### config.mk
export PLATFORM = sky130hd
export DESIGN_NAME = mdu_issue_ctrl
export DESIGN_NICKNAME = d
export VERILOG_FILES = /design/src/rtl/mdu_pkg.sv /design/src/rtl/mdu_issue_ctrl.sv
export SDC_FILE = /design/constraint.sdc
export NUM_CORES = 1
export LEC_CHECK = 0
export ABC_AREA = 0
export CORE_ASPECT_RATIO = 0.75
export CORE_MARGIN = 10
export CORE_UTILIZATION = 36
export DETAILED_ROUTE_END_ITERATION = 8
export PLACE_DENSITY = 0.81
export SYNTH_ARGS = -nofsm -noshare
export SYNTH_HDL_FRONTEND = slang
export SYNTH_SLANG_ARGS = --single-unit
### constraint.sdc
create_clock -name clk -period 1.6 [get_ports clk]
set_input_delay 0.24 -clock clk [delete_from_list [all_inputs] [get_ports clk]]
set_output_delay 0.24 -clock clk [all_outputs]
set_load 0.05 [all_outputs]
### src/rtl/mdu_pkg.sv
// Shared definitions for the M-extension multiply issue path: funct3 encodings,
// controller state encoding and the default multiplier latency.
package mdu_pkg;

  localparam logic [2:0] F3_MUL    = 3'b000;
  localparam logic [2:0] F3_MULH   = 3'b001;
  localparam logic [2:0] F3_MULHSU = 3'b010;
  localparam logic [2:0] F3_MULHU  = 3'b011;

  localparam int MDU_MUL_LATENCY = 3;

  typedef enum logic [1:0] {
    IDLE   = 2'd0,
    LAUNCH = 2'd1,
    WAIT   = 2'd2,
    DONE   = 2'd3
  } mdu_state_t;

endpackage

### src/rtl/mdu_issue_ctrl.sv
// Issue/writeback controller for the fixed-latency multiplier: accepts one request,
// launches, counts latency, holds the result for writeback. Option: MDU_FAST_ZERO_EN.
module mdu_issue_ctrl
  import mdu_pkg::*;
#(
  parameter int MUL_LATENCY = MDU_MUL_LATENCY
) (
  input  logic        clk,
  input  logic        reset,
  input  logic        flush,
  input  logic        req_valid,
  output logic        req_ready,
  input  logic [2:0]  req_funct3,
  input  logic [31:0] req_a,
  input  logic [31:0] req_b,
  input  logic [4:0]  req_rd,
  output logic        mul_start,
  output logic [2:0]  mul_funct3,
  output logic [31:0] mul_a,
  output logic [31:0] mul_b,
  input  logic [31:0] mul_result,
  output logic        wb_valid,
  input  logic        wb_ready,
  output logic [4:0]  wb_rd,
  output logic [31:0] wb_data,
  output logic        busy
);

  localparam int CW = (MUL_LATENCY > 1) ? $clog2(MUL_LATENCY) : 1;
  localparam logic [CW-1:0] CNT_LOAD = CW'(MUL_LATENCY - 1);

  mdu_state_t  state_reg, state_next;
  logic [CW-1:0] cnt_reg, cnt_next;
  logic [2:0]  f3_reg, f3_next;
  logic [31:0] a_reg, a_next;
  logic [31:0] b_reg, b_next;
  logic [4:0]  rd_reg, rd_next;
  logic [31:0] data_reg, data_next;
  logic        start_reg, start_next;
  logic        valid_reg, valid_next;
  logic        skip_launch;

  // Requests whose answer is known to be zero bypass the multiplier entirely.
`ifdef MDU_FAST_ZERO_EN
  assign skip_launch = req_funct3[2] || (req_a == 32'd0) || (req_b == 32'd0);
`else
  assign skip_launch = req_funct3[2];
`endif

  always_comb begin
    state_next = state_reg;
    cnt_next   = cnt_reg;
    f3_next    = f3_reg;
    a_next     = a_reg;
    b_next     = b_reg;
    rd_next    = rd_reg;
    data_next  = data_reg;
    start_next = 1'b0;
    valid_next = 1'b0;
    if (flush) begin
      state_next = IDLE;
    end else begin
      case (state_reg)
        IDLE: begin
          if (req_valid) begin
            rd_next = req_rd;
            if (skip_launch) begin
              state_next = DONE;
              data_next  = 32'd0;
              valid_next = 1'b1;
            end else begin
              state_next = LAUNCH;
              f3_next    = req_funct3;
              a_next     = req_a;
              b_next     = req_b;
              start_next = 1'b1;
            end
          end
        end
        LAUNCH: begin
          state_next = WAIT;
          cnt_next   = CNT_LOAD;
        end
        WAIT: begin
          if (cnt_reg == '0) begin
            state_next = DONE;
            data_next  = mul_result;
            valid_next = 1'b1;
          end else begin
            cnt_next = cnt_reg - 1'b1;
          end
        end
        DONE: begin
          if (wb_ready) begin
            state_next = IDLE;
          end else begin
            valid_next = 1'b1;
          end
        end
        default: state_next = IDLE;
      endcase
    end
  end

  always_ff @(posedge clk) begin
    if (reset) begin
      state_reg <= IDLE;
      cnt_reg   <= '0;
      f3_reg    <= 3'd0;
      a_reg     <= 32'd0;
      b_reg     <= 32'd0;
      rd_reg    <= 5'd0;
      data_reg  <= 32'd0;
      start_reg <= 1'b0;
      valid_reg <= 1'b0;
    end else begin
      state_reg <= state_next;
      cnt_reg   <= cnt_next;
      f3_reg    <= f3_next;
      a_reg     <= a_next;
      b_reg     <= b_next;
      rd_reg    <= rd_next;
      data_reg  <= data_next;
      start_reg <= start_next;
      valid_reg <= valid_next;
    end
  end

  assign req_ready  = (state_reg == IDLE);
  assign busy       = (state_reg != IDLE);
  assign mul_start  = start_reg;
  assign mul_funct3 = f3_reg;
  assign mul_a      = a_reg;
  assign mul_b      = b_reg;
  assign wb_valid   = valid_reg;
  assign wb_rd      = rd_reg;
  assign wb_data    = data_reg;

endmodule

==> qor.csv, run 1 <==
stage;metric;value;unit
die;die width;147;microns
route;DR vias;4125;
die;# rows;34;
global_route;first-pass GRT wire length;22800;microns
logic_synthesis;Ys Warns;0;
die;I/O pins;217;
global_route;largest net degree at the start of global routing;52;
timing;unrepaired setup endpoints after global routing;yes;
setup_path;reg2reg path depth;7;
logic_synthesis;Netlist Area Pre-Place;4340;sq um
placement;Place WS;-0.145;ns
power_and_ir_drop;P_leak;2.73;nW
clock_tree;Clock Sinks;109;
die;Core Area;11700;sq um
min_path;hold depth;3;
route;antenna-violating nets left;0;
route;WL final;14700;microns
global_route;initial antenna violation count;0;
run;MaxCap Viol Count;0;
clock_tree;H-tree Lvls;3;
clock_tree;clk slew on worst S/H paths;0.07;ns
outcome;status;finished with violations;
timing;Tmin final;1.61;ns
timing;Min Hold Slack;0.239;ns
finish;Area Overhead vs Synth;60.7;%
outcome;violated checks;setup timing;
power_and_ir_drop;PD cells;900;nW/um^2
die;Die Span Y;115;microns
finish;nets;826;
power_and_ir_drop;VDD IR max;0.494;mV
finish;fin area;6970;sq um
die;total die area;16900;sq um
setup_path;CP endpoint kind;flop;
setup_path;Crit. path cell count;7;
finish;layout cells sized above 1;23.1;%
timing;worst setup margin;-0.0125;ns
setup_path;slowest CP cell;dfxtp_2;
route;DRC violations left;0;
clock_tree;Clk Latency, worst-skew pair;0.33;ns
placement;HPWL Detailed;11000;microns
setup_path;CP Cell Sequence;inv_4 -> ha_1 -> nor2b_4 -> nor4_4 -> buf_4 -> clkbuf_16 -> mux2i_1;
placement;Port-buffer cells;215;
placement;placed cell count;852;
placement;dpl cell area;6470;sq um
global_route;vias in the first global route;4310;
setup_path;CP peak stage delay;0.35;ns
finish;final cell count without fillers;876;
logic_synthesis;syn avg cell area;8.78;sq um
route;vias per cell;4.71;
global_route;all-layer global routing usage;16.5;%
logic_synthesis;Netlist cell types;30;
finish;fill count;990;
die;initial core utilization;37.1;%
clock_tree;cts bufs inserted;9;
clock_tree;Root Buffer;clkbuf_16;
timing;skew final;0.00542;ns
setup_path;crit start category;flop;
route;WL/cell;16.8;microns
clock_tree;cts-stage hold buffer count;0;
timing;Tcrit/Tclk final;101;%
global_route;Overflow after GRT;0;
clock_tree;Max Root-Sink Buffers;2;
timing;# setup viols final;4;
logic_synthesis;sequential area share after synthesis;50.3;%
setup_path;Worst Path Buf+Inv;3;
timing;final hold vios;0;
placement;placer's final routability congestion estimate;0.782;
setup_path;WS Path Type;reg -> reg;
route;DRT Pass-1 Iters;4;
timing;Slew Viols, Final;0;
setup_path;Worst Path Arrival;1.87;ns
clock_tree;CTS tree;yes;
setup_path;Max FO, Critical Path;8;
timing;Fmax achieved;0.620;GHz
setup_path;crit-path leading delay family;buffers and inverters;
route;initial detailed-routing violation count;228;
setup_path;worst endpoint required time;1.86;ns
logic_synthesis;Yosys reg bits;109;
finish;ant diodes;0;
min_path;worst min-delay path class;in -> reg;
logic_synthesis;Mapped Cells;494;
logic_synthesis;Post-Syn Nets;609;
## cells in the mapped netlist
library cell,n,area (sq um)
buf_4,4,30.0
and2_1,2,12.5
a31oi_1,2,12.5
nor4bb_1,1,10.0
nor2_1,6,22.5
ha_1,6,75.1
nor4_4,1,21.3
nor2b_4,1,13.8
nor3_1,2,10.0
nor4_1,2,12.5
nand3_1,1,5.00
a311oi_1,1,8.76
nand2_1,141,529
clkbuf_1,17,63.8
nor2b_1,2,12.5
buf_6,3,33.8
and4bb_2,1,12.5
inv_1,5,18.8
dfxtp_1,109,2180
conb_1,1,3.75
mux2_2,1,11.3
nand4bb_1,1,11.3
nand3b_1,26,195
mux2i_1,38,380
or2_2,1,6.26
and2b_1,1,7.51
buf_2,12,60.1
nand2b_1,36,225
a21oi_1,68,340
o21ai_0,2,10.0
## stage by stage
stage / util, % / TNS, ns / power [mW]
2_1_floorplan: - / -1.82 / 3.49
3_3_place_gp: 55.3 / -6.70 / 3.99
3_5_place_dp: 55.3 / -10.25 / 4.01
4_1_cts: 58.9 / -2.33 / 6.32
5_1_grt: 59.6 / -1.46 / 6.53
6_report: 59.6 / -0.0297 / 6.27
## worst register-to-register path, cell delays in order, from the launching register on
cell and delay (ns):
dfxtp_2 0.35, inv_4 0.06, ha_1 0.21, nor2b_4 0.14
nor4_4 0.22, buf_4 0.18, clkbuf_16 0.17, mux2i_1 0.20
## what timing repair did
item	4_1_cts	5_1_grt
buffers inserted	4	2
pin swaps	2	2
resized for setup	9	13
gates cloned	2	2
endpoints found under the setup margin	33	90
## final timing paths
path	endpoint	start	slack [ns]
worst max register to register	wb_data[16]	state_reg[0]	-0.01
worst min register to register	mul_b[25]	mul_b[25]	0.45
worst min-delay path	state_reg[1]	reset	0.24
worst max-delay path	wb_data[16]	state_reg[0]	-0.01
## layout make-up
cell class,instances,area [sq um],share of cell area (%)
clock buffer,13,270,3.88
tap,162,203,2.91
clock inverter,1,30.0,0.431
timing repair buffer,242,2240,32.2
multi-input combinational,344,2010,28.9
inverter,5,23.8,0.341
sequential,109,2190,31.4
## report_power, final
group	internal [mW]	total [mW]	switching (mW)
clock network	1.33	2.24	0.911
logic	0.579	1.20	0.624
registers	2.79	2.83	0.0425
## kinds of logic (layout without fill, tap and decap cells)
family	count (synthesis)	count (layout)	share of synthesized area [%]
AOI/OAI and AO/OA	73	73	8.57
adders and majority gates	6	6	1.73
buffers and inverters	41	261	4.76
DFF	109	109	50.3
muxes	39	39	9.03
other	1	1	0.0864
and+or+nand+nor	225	225	25.5
## cells in the final DEF (no fill, tap or decap), types with 6 or more instances in the layout
cell type,instances
dfxtp_1,107
clkdlybuf4s50_1,107
nor2_1,6
nand3b_1,26
buf_4,119
buf_12,6
buf_6,6
nand2b_1,36
nand2_1,141
a21oi_1,68
mux2i_1,37
clkbuf_16,11
## layer usage
layer  global-route usage [%]  vias up  share of wire [%]
li1                         -     2050                  -
met1                     18.3     1921                 40
met2                     28.3      138                 49
met3                     6.71       16                8.2
met4                     5.72        0                1.9
met5                        0        -                  0
Power figures use the tool's default switching activity.
==> inputs of run 2 (changes only) <==
- HOLD_SLACK_MARGIN: default -> 0.03
==> results of run 2 <==
Same layout as run 1: the final DEF is identical, and so are final timing and power.
==> inputs of run 3 (changes only) <==
- CTS_CLUSTER_DIAMETER: default -> 120
- SKIP_LAST_GASP: default -> 1
==> run 3 against run 2 <==
The flow still finishes with violations (setup timing). Worst setup slack did not move. First-iteration DRC count stayed put. Flip-flop and latch count did not move.
==> qor.csv, run 3 (synthesis results as in run 1) <==
stage;metric;value;unit;change
min_path;HP Start;reset;;unchanged
clock_tree;cts bufs inserted;9;;unchanged
outcome;violated checks;setup timing;;unchanged
route;WL final;14700;microns;unchanged
power_and_ir_drop;VDD IR max;0.495;mV;was 0.494 mV
clock_tree;Clk Latency, worst-skew pair;0.33;ns;about the same
timing;TNS Setup;-0.0297;ns;unchanged
finish;Area Overhead vs Synth;60.6;%;was 60.7%
die;die width;147;microns;unchanged
finish;layout cells sized above 1;23.1;%;unchanged
die;I/O pins;217;;unchanged
setup_path;Max FO, Critical Path;8;;unchanged
timing;Fmax achieved;0.620;GHz;unchanged
setup_path;worst endpoint required time;1.86;ns;about the same
setup_path;CP Cell Sequence;inv_4 -> ha_1 -> nor2b_4 -> nor4_4 -> buf_4 -> clkbuf_16 -> mux2i_1;;unchanged
timing;unrepaired setup endpoints after global routing;yes;;unchanged
route;DRT Pass-1 Iters;4;;unchanged
outcome;status;finished with violations;;unchanged
placement;placer's final routability congestion estimate;0.782;;unchanged
power_and_ir_drop;P_leak;2.73;nW;about the same
setup_path;CP endpoint kind;flop;;unchanged
setup_path;WS Path Type;reg -> reg;;unchanged
clock_tree;CTS tree;yes;;unchanged
route;DR vias;4125;;unchanged
min_path;worst min-delay path class;in -> reg;;unchanged
clock_tree;Root Buffer;clkbuf_16;;unchanged
finish;most frequent cells in the layout;141 x nand2_1, 119 x buf_4, 107 x dfxtp_1, 107 x clkdlybuf4s50_1, 68 x a21oi_1;;unchanged
global_route;all-layer global routing usage;16.5;%;unchanged
timing;final hold vios;0;;unchanged
die;# rows;34;;unchanged
route;vias per cell;4.71;;unchanged
route;DRC violations left;0;;unchanged
placement;HPWL Detailed;11000;microns;unchanged
global_route;initial antenna violation count;0;;unchanged
route;initial detailed-routing violation count;228;;unchanged
clock_tree;cts-stage hold buffer count;0;;unchanged
finish;nets;826;;unchanged
timing;Slew Viols, Final;0;;unchanged
global_route;largest net degree at the start of global routing;52;;unchanged
die;total die area;16900;sq um;unchanged
die;initial core utilization;37.1;%;unchanged
timing;worst setup margin;-0.0125;ns;unchanged
run;MaxCap Viol Count;0;;unchanged
timing;skew final;0.00542;ns;unchanged
min_path;hold depth;3;;unchanged
setup_path;CP peak stage delay;0.35;ns;about the same
power_and_ir_drop;PD cells;900;nW/um^2;about the same
setup_path;reg2reg path depth;7;;unchanged
min_path;Endpoint, Worst Hold;state_reg[1];;unchanged
global_route;vias in the first global route;4310;;unchanged
timing;Tmin final;1.61;ns;unchanged
setup_path;RR Startpoint;state_reg[0];;unchanged
clock_tree;H-tree Lvls;3;;unchanged
finish;most common cell after layout, fill and taps aside;nand2_1;;unchanged
finish;ant diodes;0;;unchanged
setup_path;slowest CP cell;dfxtp_2;;unchanged
global_route;Overflow after GRT;0;;unchanged
setup_path;crit start category;flop;;unchanged
setup_path;Worst Path Arrival;1.87;ns;about the same
timing;# setup viols final;4;;unchanged
die;Die Span Y;115;microns;unchanged
clock_tree;clk slew on worst S/H paths;0.07;ns;about the same
timing;Min Hold Slack;0.239;ns;unchanged
global_route;first-pass GRT wire length;22800;microns;unchanged
route;WL/cell;16.8;microns;unchanged
route;antenna-violating nets left;0;;unchanged
timing;Tcrit/Tclk final;101;%;unchanged
placement;Port-buffer cells;215;;unchanged
setup_path;crit-path leading delay family;buffers and inverters;;unchanged
setup_path;Worst Path Buf+Inv;3;;unchanged
setup_path;R2R Path End;wb_data[16];;unchanged
setup_path;R2R setup slack;-0.01;ns;about the same
clock_tree;Clock Sinks;109;;unchanged
die;Core Area;11700;sq um;unchanged
clock_tree;Max Root-Sink Buffers;2;;unchanged
[run 3: cell count changes in the layout (fill, tap and decap cells not counted)]
| cell | delta |
|---|---|
| buf_6 | +1 |
| buf_8 | -1 |
[run 3: worst min-delay path, stage by stage]
cell    delay, ns
buf_4        0.11
or2_2        0.13
nor3_1       0.05
[run 3: worst max-delay path by stage]
stage                 start  slack [ns]  cells past startpoint           to
6_report       state_reg[0]       -0.01                      7  wb_data[16]
5_1_grt          cnt_reg[0]       -0.07                      7  wb_data[24]
3_3_place_gp          flush       -0.10                      5    mul_b[10]
3_5_place_dp          flush       -0.14                      4  wb_data[21]
4_1_cts        state_reg[1]       -0.09                      7  wb_data[21]
2_1_floorplan  state_reg[0]       -0.06                      7   wb_data[1]
[run 3: metal layers]
metal	global-route usage, %	part of all wire (%)	routed length, microns
met5	0	0	0
met1	18.3	40	5940
met2	28.3	49	7250
met4	5.72	1.9	280
met3	6.71	8.2	1210
[run 3: layout make-up]
| class | count | area, sq um |
|---|---|---|
| Multi-Input combinational cell | 344 | 2010 |
| Timing Repair Buffer | 242 | 2240 |
| Tap cell | 162 | 203 |
| Clock inverter | 1 | 30.0 |
| Clock buffer | 13 | 270 |
| Inverter | 5 | 23.8 |
| Fill cell | 992 | 4730 |
| Sequential cell | 109 | 2190 |
[run 3: per-stage QoR]
stage	total power [mW]	setup WS [ns]	std cells	utilization, %	cell area, sq um
2_1_floorplan	3.49	-0.0606	494	-	4360
3_3_place_gp	3.99	-0.100	852	55.3	6470
3_5_place_dp	4.01	-0.145	852	55.3	6470
4_1_cts	6.32	-0.0909	872	58.9	6890
5_1_grt	6.53	-0.0729	876	59.5	6970
6_report	6.27	-0.0125	876	59.5	6970
[run 3: where the power goes]
part	switching [mW]	total, mW	internal, mW
clock	0.911	2.24	1.33
combinational	0.624	1.20	0.578
sequential	0.0425	2.83	2.79
total	1.58	6.27	4.69
[run 3: what timing repair did]
action | CTS | global route
pin swaps | 2 | 2
resized for setup | 9 | 12
cloned | 2 | 2
setup buffers | 4 | 2
endpoints found under the setup margin | 33 | 90
